**src/rtl/vga_timing_gen.sv**
```systemverilog
// vga_timing_gen: parametrised VGA raster timing generator.
// Pixel-rate divider, h/v counters, registered sync and blanked colour pins.
module vga_timing_gen #(
    parameter int   H_VISIBLE = 640,
    parameter int   H_FRONT   = 16,
    parameter int   H_SYNC    = 96,
    parameter int   H_BACK    = 48,
    parameter int   V_VISIBLE = 480,
    parameter int   V_FRONT   = 10,
    parameter int   V_SYNC    = 2,
    parameter int   V_BACK    = 33,
    parameter int   CLK_DIV   = 2,
    parameter logic HSYNC_POL = 1'b0,
    parameter logic VSYNC_POL = 1'b0,
    parameter int   COLOR_W   = 1,
    parameter int   X_W       = 10,
    parameter int   Y_W       = 10
) (
    input  logic               Clock,
    input  logic               Reset,
    input  logic               iEnable,
    input  logic [COLOR_W-1:0] iRed,
    input  logic [COLOR_W-1:0] iGreen,
    input  logic [COLOR_W-1:0] iBlue,
    output logic [COLOR_W-1:0] VGA_RED,
    output logic [COLOR_W-1:0] VGA_GREEN,
    output logic [COLOR_W-1:0] VGA_BLUE,
    output logic               VGA_HSYNC,
    output logic               VGA_VSYNC,
    output logic [X_W-1:0]     oX,
    output logic [Y_W-1:0]     oY,
    output logic               oVisible,
    output logic               oPixelTick,
    output logic               oLineStart,
    output logic               oFrameStart
);
    localparam int H_TOTAL = H_VISIBLE + H_FRONT + H_SYNC + H_BACK;
    localparam int V_TOTAL = V_VISIBLE + V_FRONT + V_SYNC + V_BACK;
    localparam int DIV_W   = (CLK_DIV > 1) ? $clog2(CLK_DIV) : 1;

    localparam logic [DIV_W-1:0] DIV_LAST = DIV_W'(CLK_DIV - 1);
    localparam logic [X_W-1:0]   X_LAST   = X_W'(H_TOTAL - 1);
    localparam logic [Y_W-1:0]   Y_LAST   = Y_W'(V_TOTAL - 1);

    // One extra bit so sync-end bounds equal to the total still fit.
    localparam logic [X_W:0] X_VIS   = (X_W+1)'(H_VISIBLE);
    localparam logic [X_W:0] X_HS_LO = (X_W+1)'(H_VISIBLE + H_FRONT);
    localparam logic [X_W:0] X_HS_HI = (X_W+1)'(H_VISIBLE + H_FRONT + H_SYNC);
    localparam logic [Y_W:0] Y_VIS   = (Y_W+1)'(V_VISIBLE);
    localparam logic [Y_W:0] Y_VS_LO = (Y_W+1)'(V_VISIBLE + V_FRONT);
    localparam logic [Y_W:0] Y_VS_HI = (Y_W+1)'(V_VISIBLE + V_FRONT + V_SYNC);

    logic [DIV_W-1:0]   div_q, div_d;
    logic [X_W-1:0]     x_q, x_d;
    logic [Y_W-1:0]     y_q, y_d;
    logic               hs_q, hs_d;
    logic               vs_q, vs_d;
    logic [COLOR_W-1:0] red_q, red_d;
    logic [COLOR_W-1:0] grn_q, grn_d;
    logic [COLOR_W-1:0] blu_q, blu_d;

    logic live;
    logic tick;
    logic vis;
    logic h_act;
    logic v_act;

    assign live  = Reset & iEnable;
    assign tick  = live && (div_q == DIV_LAST);
    assign vis   = ({1'b0, x_q} < X_VIS) && ({1'b0, y_q} < Y_VIS);
    assign h_act = ({1'b0, x_q} >= X_HS_LO) && ({1'b0, x_q} < X_HS_HI);
    assign v_act = ({1'b0, y_q} >= Y_VS_LO) && ({1'b0, y_q} < Y_VS_HI);

    always_comb begin
        div_d = div_q;
        x_d   = x_q;
        y_d   = y_q;
        hs_d  = hs_q;
        vs_d  = vs_q;
        red_d = red_q;
        grn_d = grn_q;
        blu_d = blu_q;
        if (!iEnable) begin
            div_d = '0;
            x_d   = '0;
            y_d   = '0;
            hs_d  = ~HSYNC_POL;
            vs_d  = ~VSYNC_POL;
            red_d = '0;
            grn_d = '0;
            blu_d = '0;
        end else if (tick) begin
            div_d = '0;
            hs_d  = h_act ? HSYNC_POL : ~HSYNC_POL;
            vs_d  = v_act ? VSYNC_POL : ~VSYNC_POL;
            red_d = vis ? iRed : '0;
            grn_d = vis ? iGreen : '0;
            blu_d = vis ? iBlue : '0;
            if (x_q == X_LAST) begin
                x_d = '0;
                y_d = (y_q == Y_LAST) ? '0 : y_q + Y_W'(1);
            end else begin
                x_d = x_q + X_W'(1);
            end
        end else begin
            div_d = div_q + DIV_W'(1);
        end
    end

    always_ff @(posedge Clock or negedge Reset) begin
        if (!Reset) begin
            div_q <= '0;
            x_q   <= '0;
            y_q   <= '0;
            hs_q  <= ~HSYNC_POL;
            vs_q  <= ~VSYNC_POL;
            red_q <= '0;
            grn_q <= '0;
            blu_q <= '0;
        end else begin
            div_q <= div_d;
            x_q   <= x_d;
            y_q   <= y_d;
            hs_q  <= hs_d;
            vs_q  <= vs_d;
            red_q <= red_d;
            grn_q <= grn_d;
            blu_q <= blu_d;
        end
    end

    assign VGA_RED     = red_q;
    assign VGA_GREEN   = grn_q;
    assign VGA_BLUE    = blu_q;
    assign VGA_HSYNC   = hs_q;
    assign VGA_VSYNC   = vs_q;
    assign oX          = x_q;
    assign oY          = y_q;
    assign oVisible    = vis;
    assign oPixelTick  = tick;
    // divider at 0 marks the first Clock of every pixel period
    assign oLineStart  = live && (div_q == '0) && (x_q == '0);
    assign oFrameStart = oLineStart && (y_q == '0);
endmodule

```
**config.mk**
```make
export PLATFORM = sky130hd
export DESIGN_NAME = vga_timing_gen
export DESIGN_NICKNAME = d
export VERILOG_FILES = /design/src/rtl/vga_timing_gen.sv
export SDC_FILE = /design/constraint.sdc
export NUM_CORES = 1
export LEC_CHECK = 0
export BUFFER_PORTS_ARGS = -buffer_cell sky130_fd_sc_hd__buf_2
export CAP_MARGIN = 10
export CELL_PAD_IN_SITES_DETAIL_PLACEMENT = 1
export CELL_PAD_IN_SITES_GLOBAL_PLACEMENT = 1
export CORE_MARGIN = 5
export CORE_UTILIZATION = 40
export DETAILED_ROUTE_END_ITERATION = 6
export PLACE_DENSITY = 0.84
export SETUP_SLACK_MARGIN = 0.15
export SLEW_MARGIN = 0
export SYNTH_ARGS = -nofsm -noshare
export SYNTH_HDL_FRONTEND = slang
export SYNTH_SLANG_ARGS = --single-unit
```
**constraint.sdc**
```tcl
create_clock -name Clock -period 2.23 [get_ports Clock]
set_clock_uncertainty 0.15 [all_clocks]
set_input_delay 0.1115 -clock Clock [delete_from_list [all_inputs] [get_ports Clock]]
set_output_delay 0.1115 -clock Clock [all_outputs]
set_load 0.02 [all_outputs]
```
==> key figures, run 1 <==
Worst setup path
  • Worst path required time: 2.26 ns
  • Crit-path cells: inv_1 -> ha_1 -> nor2b_1 -> a31oi_1 -> nand2_1 -> o31ai_1
  • Endpoint class of the critical path: flip-flop
  • Slowest cell on crit path: a31oi_1
  • R2r startpoint: oY[0]$_DFFE_PN0P_
  • Critical Path Start Type: flip-flop
  • Arrival time at the worst endpoint: a little over 2 ns
  • Worst-path maximum fanout: 7
  • CP Launch Point: oY[0]$_DFFE_PN0P_
  • Worst Path Class, Setup: reg -> reg
  • Critical Path Max Stage Delay: roughly 0.48 ns

Clocking
  • TritonCTS clock tree: built
  • Number of H-tree levels: 1
  • Total CTS buffers: 3
  • Worst-Skew Late Latency: 0.27 ns
  • Clk sinks: 26
  • Clock Path Buffers: 2
  • Clock slew at reported path FFs: 0.10 ns
  • CTS root buf: clkbuf_8

Route
  • Vias per cell: 5.80
  • DR WL/cell: 18.6 um
  • DR iter-0 viols: 95
  • DRC: 0
  • Total number of vias: 1457
  • Antenna viol nets, final: 0
  • WL final: 4.66 mm
  • Drt pass-1 iters: 4

GRT
  • Met2 Track Usage GR: 0.342
  • Vias in the first global route: 1525
  • GRT Total Usage: 0.188
  • GRT overflow: 0
  • GR Layer Usage met1: 0.238
  • Initial antenna violation count: 0
  • Most used routing layer in global routing: met2
  • Largest net degree at the start of global routing: 20
  • First-pass GRT wire length: a little under 8 mm
  • GR met3 Demand/Resource: 0.0241

Final layout
  • Layout overhead on the synthesized area: 29.0%
  • Final #Nets: 214
  • Share of layout cells above drive strength 1: 0.310
  • Diode count: 0
  • Util after Layout: 0.525

Timing
  • # setup viols final: 0
  • Slew HR: 0.585
  • Tightest Pin Transition: 0.619 ns
  • Setup tns final: 0 ns
  • Fmax: 496 MHz
  • Final hold violation count: 0
  • RSZ-0062 raised after global routing: true
  • Period minus WS final: 2.02 ns
  • Final worst setup slack: 0.213 ns
  • Max Slew Vio Count: 0
  • Period Utilization, post-route: 0.905

Logic synthesis
  • Gate Count Post-Synth: roughly 150
  • Syn. warnings: 0
  • Number of synthesized flops with an enable pin: 0
  • Count of different cell masters after synthesis: 44
  • Synth Flop Type: dfrtp_1
  • Number of synthesized register bits: 26
  • Cell area after synthesis: about 1500 um^2
  • Async set-reset flop share out of synthesis: 1.00
  • Syn nets: 164
  • Syn Area/Cell: roughly 9.6 um^2
  • Seq/Total Area, Yosys: 0.442

Die
  • Die ar.: 5010 um^2
  • Core Rows: 22
  • Boundary Pins: 35
  • Die Y-Extent: 70.8 um
  • Chip Width: 70.8 um
  • Starting density of the core: 0.407
  • Core Area: 3630 um^2

Status
  • Run status: completed

Placed design
  • Post-DP HPWL: 3.48 mm
  • Placer congestion estimate: 0.829
  • Place WS: approximately 0.17 ns
  • Port Buffers: 34

Power
  • Power Density: 538 nW/um^2
  • Worst vdd ir: approximately 0.32 mV
  • Leakage power: 0.914 nW
  • Pwr Total: 1.03 mW

Min path
  • Hold Startpoint: iEnable
  • Hold crit path type: in -> reg

Flow run
  • Max Cap Viol: 0
==> state kept, by name (all words and copies together) (netlist names) <==
register,flops
div_q,1
VGA_HSYNC,1
VGA_BLUE,1
oY,10
VGA_RED,1
oX,10
VGA_GREEN,1
VGA_VSYNC,1
==> layer usage <==
metal	up-vias	share of wire
met5	-	0
met4	0	0.0099
met3	4	0.042
met2	42	0.54
met1	738	0.41
li1	673	-
==> power by group <==
part           total [mW]  internal, mW  leakage, nW  switching, mW
logic               0.128        0.0495        0.531         0.0781
registers           0.500         0.481        0.347         0.0184
clock network       0.399         0.240       0.0357          0.159
total                1.03         0.771        0.914          0.255
==> worst paths after layout <==
check,end,slack (ns),depth (start not counted)
min reg2reg,VGA_VSYNC$_DFFE_PN1P_,0.36,2
max in group asynchronous,VGA_HSYNC$_DFFE_PN1P_,1.51,3
min in group asynchronous,oX[3]$_DFFE_PN0P_,0.19,3
max,oY[4]$_DFFE_PN0P_,0.21,6
max reg2reg,oY[4]$_DFFE_PN0P_,0.21,6
min,div_q$_DFF_PN0_,0.06,2
==> logic make-up after synthesis <==
family                     Yosys count  synth area share
xor gates and xnor gates             6            0.0356
AOI/OAI and AO/OA                   38             0.179
adders and majority gates            4            0.0339
muxes                                2            0.0144
buffers and inverters               13            0.0406
and+or+nand+nor                     65             0.255
DFF                                 26             0.442
==> layout by cell type (no fill, tap or decap), types with 2 or more instances in the layout <==
master          n
buf_2          34
dfrtp_1        21
nand2_1        12
buf_4          12
o21ai_0         9
nand3_1         8
inv_1           7
nor2_1          7
a21oi_1         6
nand4_1         6
and3_1          5
xor2_1          5
nor4_1          4
o31ai_1         4
ha_1            4
dlygate4sd3_1   4
nor3_1          3
a31oi_1         3
a22o_1          3
and2_1          3
clkbuf_8        3
dfrtp_2         3
dfstp_2         2
and4_1          2
nand4b_1        2
nor2b_1         2
or4_1           2
or3_1           2
a22oi_1         2
a311oi_1        2
a21o_1          2
==> final cells by class <==
cell class / count / area [um^2]
Sequential cell: 26 / 657
Tap cell: 48 / 60.1
Clock inverter: 1 / 30.0
Clock buffer: 3 / 41.3
Fill cell: 448 / 1730
Inverter: 7 / 26.3
Multi-Input combinational cell: 115 / 781
Timing Repair Buffer: 51 / 312
==> synthesized netlist by cell type (2+ instances only) <==
library cell,number,area share
dfstp_2,2,0.036
a21o_1,2,0.010
and2_1,3,0.013
a21oi_1,6,0.020
nand4b_1,2,0.012
ha_1,4,0.034
nor2b_1,2,0.0085
a22o_1,3,0.018
inv_1,7,0.018
dfrtp_1,24,0.41
or3_1,2,0.0085
nand4_1,6,0.025
or4_1,2,0.010
o21ai_0,9,0.030
a22oi_1,2,0.010
nor3_1,4,0.014
nor2_1,7,0.018
a31oi_1,3,0.013
clkbuf_1,2,0.0051
buf_2,2,0.0068
nand2_1,12,0.030
and3_1,6,0.025
o31ai_1,4,0.020
nor4_1,5,0.021
and4_1,2,0.012
xor2_1,5,0.030
nand3_1,8,0.027
a311oi_1,2,0.012
==> critical path: cells and delay by family, from the launching register on <==
family	cells	cell delay (ns)
compound gates	2	0.73
flops	1	0.44
simple gates	2	0.33
fa+ha+maj	1	0.20
buf+inv	1	0.07
==> timing repair <==
item,CTS,global route
hold buffers,4,0
endpoints found under the hold margin,29,0
gates resized for setup,0,8
setup endpoints to repair,0,5
buffers inserted,0,5
==> through the flow <==
stage	hold WS (ns)	cell area, um^2	cells
2_1_floorplan	-0.334	1480	154
3_5_place_dp	-0.0557	1730	238
6_report	0.0561	1910	251
4_1_cts	0.0498	1850	246
5_1_grt	0.0362	1910	251
3_3_place_gp	-0.0489	1730	238
Power figures use the tool's default switching activity.
==> run 2: changes to the inputs <==
--- a/config.mk
+++ b/config.mk
@@ -9,9 +9,10 @@
 export CAP_MARGIN = 10
 export CELL_PAD_IN_SITES_DETAIL_PLACEMENT = 1
 export CELL_PAD_IN_SITES_GLOBAL_PLACEMENT = 1
-export CORE_MARGIN = 5
+export CORE_MARGIN = 3
 export CORE_UTILIZATION = 40
 export DETAILED_ROUTE_END_ITERATION = 6
+export GPL_ROUTABILITY_DRIVEN = 0
 export PLACE_DENSITY = 0.84
 export SETUP_SLACK_MARGIN = 0.15
 export SLEW_MARGIN = 0
==> key figures, run 2 (synthesis results as in run 1) <==
Final layout
  • Non-Filler Instances: 251 (unchanged)
  • Most frequent cells in the layout: 34 x buf_2, 22 x dfrtp_1, 15 x buf_4
  • Most common library cell in the layout ignoring fill and taps: buf_2
  • Diode count: 0 (unchanged)
  • Share of layout cells above drive strength 1: 0.322 (+0.0116)
  • Number of fill cells: 416 (-7.1%)
  • Layout overhead on the synthesized area: 29.8%
  • Final #Nets: 216 (+0.93%)
  • Util after Layout: 0.557 (+0.0325)
  • Design Area, Final: 1920 um^2 (+0.59%)

GRT
  • Initial antenna violation count: 0 (unchanged)
  • Largest net degree at the start of global routing: 16 (-20%)
  • GRT overflow: 0 (unchanged)
  • First-pass GRT wire length: 7.70 mm (-0.44%)
  • GRT Total Usage: 0.232 (+0.0433)
  • Vias in the first global route: 1519 (-0.39%)

Power
  • Part of the power in combinational logic: 0.141 (+0.017)
  • Leakage power: 0.922 nW (+0.89%)
  • Sequential power share: 0.522 (+0.035)
  • Power Density: 496 nW/um^2 (-7.9%)
  • Internal: 692 uW (-10%)
  • NetSw: 259 uW (+1.5%)
  • Clock Power Share: 0.337 (-0.052)
  • Pwr Total: 951 uW (-7.3%)
  • Sw Ratio: 0.272 (+0.0235)
  • Worst vdd ir: 0.224 mV (-31%)

Worst setup path
  • CP Launch Point: oX[6]$_DFFE_PN0P_
  • Worst-path maximum fanout: 6 (-1)
  • Crit-path cells: nor4b_4 -> a41oi_4 -> or4_1 -> a21oi_1
  • Buffers & Inverters on Critical Path: 0 (-1)
  • Critical Path Start Type: flip-flop
  • Critical Path Max Stage Delay: 0.54 ns (+0.06 ns)
  • Endpoint class of the critical path: flip-flop
  • Slowest cell on crit path: or4_1
  • R2r startpoint: oX[6]$_DFFE_PN0P_
  • Worst Path Class, Setup: reg -> reg
  • Worst path required time: 2.29 ns (+0.03 ns)
  • CP delay by family, top: simple AND/OR/NAND/NOR gates
  • Arrival time at the worst endpoint: 2.09 ns (+0.04 ns)

Timing
  • Period minus WS final: 2.03 ns (+0.0161 ns)
  • # setup viols final: 0 (unchanged)
  • Final worst setup slack: 0.197 ns (-0.0161 ns)
  • Tightest Pin Transition: 0.521 ns (-0.0983 ns)
  • Fmax: 492 MHz (-0.79%)
  • Final hold violation count: 0 (unchanged)
  • RSZ-0062 raised after global routing: false
  • Period Utilization, post-route: 0.912 (+0.00721)
  • Max Slew Vio Count: 0 (unchanged)
  • Hold slack: 0.0429 ns (-0.0132 ns)
  • Setup tns final: 0 ns (unchanged)
  • Slew HR: 0.649 (+0.0643)

Die
  • Core Rows: 21 (-4.5%)
  • Die ar.: 4460 um^2 (-11%)
  • Chip Width: 66.8 um (-5.7%)
  • Die Y-Extent: 66.8 um (-5.7%)
  • Boundary Pins: 35 (unchanged)
  • Starting density of the core: 0.429 (+0.0226)
  • Core Area: 3440 um^2 (-5.3%)

Route
  • Antenna viol nets, final: 0 (unchanged)
  • Drt pass-1 iters: 4 (unchanged)
  • Total number of vias: 1470 (+0.89%)
  • DRC: 0 (unchanged)
  • WL final: 4.80 mm (+3.0%)
  • DR WL/cell: 19.1 um (+3.0%)
  • Vias per cell: 5.86 (+0.89%)
  • DR iter-0 viols: 77 (-19%)

Min path
  • Hold crit path type: in -> reg
  • Hold Startpoint: iEnable

Clocking
  • Clk sinks: 26 (unchanged)
  • Clock Path Buffers: 2 (unchanged)
  • CTS root buf: clkbuf_8
  • Worst-Skew Late Latency: 0.28 ns (about the same)
  • TritonCTS clock tree: built
  • Total CTS buffers: 3 (unchanged)
  • Number of H-tree levels: 1 (unchanged)
  • Clock slew at reported path FFs: 0.10 ns (about the same)

Placed design
  • Post-DP HPWL: 3.46 mm (-0.76%)
  • Port Buffers: 34 (unchanged)
  • Place WS: 0.176 ns (+0.00421 ns)
  • Post-Place Cells: 238 (unchanged)
  • Post-placement cell area: 1750 um^2 (+0.72%)

Flow run
  • Max Cap Viol: 0 (unchanged)

Status
  • Run status: completed
==> run 2: cell count changes in the layout (fill, tap and decap cells not counted), sizes merged <==
| cell | previous run | this run |
|---|---|---|
| buf | 47 | 49 |
| bufinv | 1 | 0 |
| clkbuf | 3 | 4 |
==> run 2: per-layer routing <==
| layer | vias to the layer above | track usage | share of wire |
|---|---|---|---|
| li1 | 675 | - | - |
| met1 | 765 | 0.295 | 0.42 |
| met2 | 25 | 0.408 | 0.54 |
| met3 | 5 | 0.0253 | 0.020 |
| met4 | 0 | 0.0685 | 0.012 |
| met5 | - | 0 | 0 |
==> run 2: layout make-up <==
class / instances / area (um^2) / share of cell area
multi-input combinational: 115 / 801 / 0.417
sequential: 26 / 656 / 0.342
timing repair buffer: 53 / 323 / 0.168
tap: 46 / 57.6 / 0.0300
clock buffer: 4 / 55.1 / 0.0287
inverter: 7 / 26.3 / 0.0137
==> run 2: timing repair <==
item,4_1_cts,5_1_grt
endpoints found under the hold margin,29,0
hold buffers,4,0
pin swaps,2,2
gates resized for setup,5,4
endpoints found under the setup margin,4,4
gates cloned,0,0
setup buffers,1,4
==> run 2: power groups by stage <==
stage	combinational (mW)	sequential [mW]	clock, mW
2_1_floorplan	0.0590	0.509	0
3_3_place_gp	0.115	0.504	0
3_5_place_dp	0.120	0.505	0
4_1_cts	0.128	0.496	0.316
5_1_grt	0.146	0.500	0.337
6_report	0.134	0.497	0.321
==> run 2: path summary, 6_finish.rpt <==
check                      cells after the start                    end  slack [ns]
max reg2reg                                    4      oY[6]$_DFFE_PN0P_        0.20
max in group asynchronous                      3  VGA_VSYNC$_DFFE_PN1P_        1.47
max                                            4      oY[6]$_DFFE_PN0P_        0.20
min reg2reg                                    1   VGA_BLUE$_DFFE_PN0P_        0.37
min in group asynchronous                      3        div_q$_DFF_PN0_        0.20
min                                            2        div_q$_DFF_PN0_        0.04
